[src/rtl/store_drain_buffer.sv]
// Retired-store drain buffer: holds committed stores in FIFO order and writes
// them to data memory one at a time, flagging loads that hit a pending store.
module store_drain_buffer #(
  parameter int unsigned DEPTH = 4
) (
  input  logic        clk,
  input  logic        reset,
  input  logic        st_valid,
  input  logic [63:0] st_addr,
  input  logic [63:0] st_data,
  input  logic [3:0]  st_size,
  output logic        retire_stall,
  output logic        mem_req,
  output logic [63:0] mem_addr,
  output logic [63:0] mem_data,
  output logic [3:0]  mem_size,
  input  logic        mem_ack,
  input  logic [63:0] ld_addr,
  output logic        ld_conflict,
  output logic        empty,
  output logic        overflow
);

  localparam int unsigned PW = $clog2(DEPTH);
  localparam int unsigned CW = PW + 1;

  typedef enum logic {
    S_IDLE  = 1'b0,
    S_WRITE = 1'b1
  } state_t;

  logic [63:0]   r_addr [DEPTH];
  logic [63:0]   r_data [DEPTH];
  logic [3:0]    r_size [DEPTH];
  logic [PW-1:0] r_head;
  logic [PW-1:0] r_tail;
  logic [CW-1:0] r_count;
  state_t        r_state;
  logic          r_overflow;

  logic          w_legal;
  logic          w_full;
  logic          w_push;
  logic          w_pop;
  logic [CW-1:0] w_count_nxt;
  logic          w_ld_conflict;

  assign w_legal     = st_valid && ((st_size == 4'd1) || (st_size == 4'd2) ||
                                    (st_size == 4'd4) || (st_size == 4'd8));
  assign w_full      = (r_count == CW'(DEPTH));
  assign w_push      = w_legal && !w_full;
  assign w_pop       = (r_state == S_WRITE) && mem_ack;
  assign w_count_nxt = r_count + CW'(w_push) - CW'(w_pop);

  // Control state: pointers, occupancy, drain FSM and sticky overflow.
  always_ff @(posedge clk or negedge reset) begin
    if (!reset) begin
      r_head     <= '0;
      r_tail     <= '0;
      r_count    <= '0;
      r_state    <= S_IDLE;
      r_overflow <= 1'b0;
    end else begin
      r_count <= w_count_nxt;
      if (w_push) r_tail <= r_tail + PW'(1);
      if (w_pop)  r_head <= r_head + PW'(1);
      if (w_legal && w_full) r_overflow <= 1'b1;
      case (r_state)
        S_IDLE:  if (r_count != '0) r_state <= S_WRITE;
        S_WRITE: if (w_pop && (w_count_nxt == '0)) r_state <= S_IDLE;
        default: r_state <= S_IDLE;
      endcase
    end
  end

  // Payload storage is deliberately not reset; validity comes from head/count.
  always_ff @(posedge clk) begin
    if (w_push) begin
      r_addr[r_tail] <= st_addr;
      r_data[r_tail] <= st_data;
      r_size[r_tail] <= st_size;
    end
  end

  // An entry is live when its distance from head is below the count.
  always_comb begin
    w_ld_conflict = 1'b0;
    for (int unsigned i = 0; i < DEPTH; i++) begin
      if ((CW'(PW'(PW'(i) - r_head)) < r_count) &&
          (r_addr[PW'(i)][63:3] == ld_addr[63:3])) begin
        w_ld_conflict = 1'b1;
      end
    end
  end

  assign mem_req      = (r_state == S_WRITE);
  assign mem_addr     = mem_req ? r_addr[r_head] : '0;
  assign mem_data     = mem_req ? r_data[r_head] : '0;
  assign mem_size     = mem_req ? r_size[r_head] : '0;
  assign retire_stall = w_full;
  assign ld_conflict  = w_ld_conflict;
  assign empty        = (r_count == '0) && (r_state == S_IDLE);
  assign overflow     = r_overflow;

endmodule

[config.mk]
export PLATFORM = sky130hd
export DESIGN_NAME = store_drain_buffer
export DESIGN_NICKNAME = d
export VERILOG_FILES = /design/src/rtl/store_drain_buffer.sv
export SDC_FILE = /design/constraint.sdc
export NUM_CORES = 1
export LEC_CHECK = 0
export BUFFER_PORTS_ARGS = -buffer_cell sky130_fd_sc_hd__buf_2
export CORE_AREA = 2 2 194 196
export CTS_BUF_LIST = sky130_fd_sc_hd__clkbuf_4
export CTS_CLUSTER_DIAMETER = 30
export DETAILED_ROUTE_END_ITERATION = 10
export DIE_AREA = 0 0 196 198
export HOLD_SLACK_MARGIN = 0.12
export PLACE_DENSITY = 0.89
export SLEW_MARGIN = 20
export SYNTH_ARGS = -nofsm -noshare
export SYNTH_HDL_FRONTEND = slang
export SYNTH_SLANG_ARGS = --single-unit
[constraint.sdc]
create_clock -name clk -period 10.55 [get_ports clk]
set_input_delay 1.055 -clock clk [delete_from_list [all_inputs] [get_ports clk]]
set_output_delay 1.055 -clock clk [all_outputs]
set_load 0.05 [all_outputs]
==> flow_summary.yaml <==
place:
  place_congestion: 0.960
  pre_cts_slack_ns: 5.88
  port_buffers: 333
  dpl.cell_count: 2004
  dpl.hpwl_um: 40200
hold_path:
  holdPathStages: 1
  hp-class: "input port to flop"
floorplan:
  die_w_um: 196
  die_area_um2: 38800
  core-area_um2: 37000
  start_util_pct: 63.0
  io_pins: 337
  die-height_um: 198
  rows: 71
cells_and_area:
  layout-drive-gt1-share_pct: 40.3
  fin_cells: 2279
  fillers: 2214
  layout_commonest_cell: "edfxtp_1"
  seq_area_um2: 16100
  area.growth.synth_to_final_pct: 17.2
  multi_input_area_um2: 6870
  final_cell_mix: "edfxtp_1, buf_2, clkbuf_4"
  layout.nets: 1887
clock_network:
  cts.sinks: 537
  ctsRootBufferMaster: "clkbuf_4"
  post_cts_buffers: 0
  clock_path_buffers: 3
  cts_resized: 0
  cts_tree: "done"
  cts_buffers: 143
  clk_pin_slew_worst_paths_ns: 0.07
  insertion_delay_ns: 0.82
  cts.htree.levels: 4
synth:
  yosys.area.top_type_share_pct: 68.1
  synth_fp_nets: 1452
  yosys_warnings: 0
  ys_ff_latch: 537
  yosys.area.top_type: "edfxtp_1"
  syn-instance-count: 1241
  synth.distinct_cells: 34
  ys_seq_area_share_pct: 69.1
  synth_ff_type: "edfxtp_1"
  avgSynthCellArea_um2: 18.8
  yosys-top-cells-area: "edfxtp_1, mux4_2, xor2_1, xnor2_1, and2_1"
  synthesis.area_um2: 23300
  async_flop_share_pct: 1.68
  synth_edf_count: 528
sta:
  slew_headroom_pct: 25.9
  max_clock_freq_mhz: 186
  slew_violations: 0
  fin_crit_sh_pct: 51.1
  rsz0062_at_grt: "no"
  setup_viol: 0
  worst_slack_ns: 5.16
  fin_crit_ns: 5.39
  hold_viol: 0
  setup_tns_ns: 0
  skew_ns: 0.0330
  tightest_slew_ns: 1.11
route:
  via_count: 13677
  via_per_inst: 6.00
  drtIter0Drc: 1301
  drc: 0
  drtAntennaViolNets: 0
  routed_wl_um: 59600
  dr.pass1.iters: 8
  wl_per_cell_um: 26.1
critical_path:
  crit_required_ns: 9.50
  rr_worst_depth: 4
  critical_path.startpoint_type: "flop"
  arrival_ns: 4.34
  path_class: "flop to output port"
  cp_max_fo: 46
  end_kind: "output port"
power:
  p_switching_w: 0.00292
  p_total_w: 0.00735
  power_density_nw_per_um2: 269
  pwr-share-seq_pct: 36.2
  clkPwrFrac_pct: 25.0
  p_int_w: 0.00443
  netSwitchingFraction_pct: 39.7
  leakagePower_nw: 9.57
  vdd_drop_max_v: 0.000198
  comb_power_share_pct: 38.8
global_route:
  grt_pass1_vias: 14300
  grt.overflow.total: 0
  antenna_found_initial: 35
  grt_pass1_wl_um: 85900
  track_usage_pct: 31.1
  grt_max_degree: 73
run:
  maxCapViolations: 0
outcome:
  outcome: "finished, final reports clean"
per-stage QoR:
stage          utilization (%)  hold WS [ns]  cell area (µm²)
6_report                  73.8         0.425            27300
5_1_grt                   73.7         0.373            27200
4_1_cts                   73.6         0.373            27200
3_5_place_dp              68.6         0.513            25400
3_3_place_gp              68.6         0.446            25400
2_1_floorplan                -         0.512            23300
power by group through the flow:
stage / clock [W] / combinational, W / sequential (W)
final: 0.00184 / 0.00285 / 0.00266
after floorplan: 0 / 0.00223 / 0.00262
after global placement: 0 / 0.00282 / 0.00269
after CTS: 0.00186 / 0.00286 / 0.00266
after global routing: 0.00197 / 0.00298 / 0.00267
after detailed placement: 0 / 0.00285 / 0.00270
path summary, 6_finish.rpt:
check | from | end | slack, ns
setup / recovery | r_head[0] | mem_data[12] | 5.16
hold / removal | st_data[19] | r_data[0][19] | 0.42
setup reg to reg | r_count[2] | r_addr[1][45] | 7.20
hold reg to reg | overflow | overflow | 0.53
max in group asynchronous | reset | mem_req | 9.72
min in group asynchronous | reset | overflow | 0.61
per-layer routing:
metal	up-vias	GRT usage [%]	wire length (µm)
li1	5851	-	-
met1	6745	38.2	20400
met2	895	47.5	28500
met3	162	12.4	7590
met4	24	18.0	2940
met5	-	0	172
worst max-delay path, stage by stage, from the launching register on:
cell     delay, ns
dfrtp_4       0.94
buf_4         0.87
buf_4         0.65
mux4_2        0.58
and2_1        0.19
buf_2         0.21
flip-flops by register name (all words and copies together), names as in the netlist:
name and flops:
r_size 16, r_head 2, r_addr 256, overflow 1, r_count 3, mem_req 1, r_data 256, r_tail 2
repair_timing:
item | CTS | global route
hold buffers | 1 | 0
hold endpoints to repair | 9 | 0
setup endpoints to repair | 0 | 0
cell usage after synthesis, drive strengths merged, types with 2 or more instances:
library cell	count
a21oi	4
and2	136
buf	37
clkbuf	20
dfrtp	9
edfxtp	528
ha	10
inv	10
mux4	132
nand2	5
nand4	36
nor2	3
nor3	2
nor4	44
o21ai	6
xnor2	119
xor2	132
layout make-up:
type	count	area share (%)
antenna	26	0.239
clock buffer	195	5.37
clock inverter	53	1.38
inverter	10	0.138
multi-input combinational	637	25.2
sequential	537	59.0
tap	474	2.17
timing repair buffer	347	6.50
cells by family (layout without fill, tap and decap cells):
kind of cell             count (synthesis)  count (layout)  synth area share [%]
other                                    0              26                     0
adder cells (fa/ha/maj)                 11              11                 0.623
AND/OR/NAND/NOR                        230             230                  6.21
flip-flops                             537             537                  69.1
XOR/XNOR                               251             251                  9.54
buffers and inverters                   67             605                  1.45
multiplexers                           133             133                  12.8
AO/OA/AOI/OAI                           12              12                 0.290
Note: power is estimated with default switching activity, not from simulation.
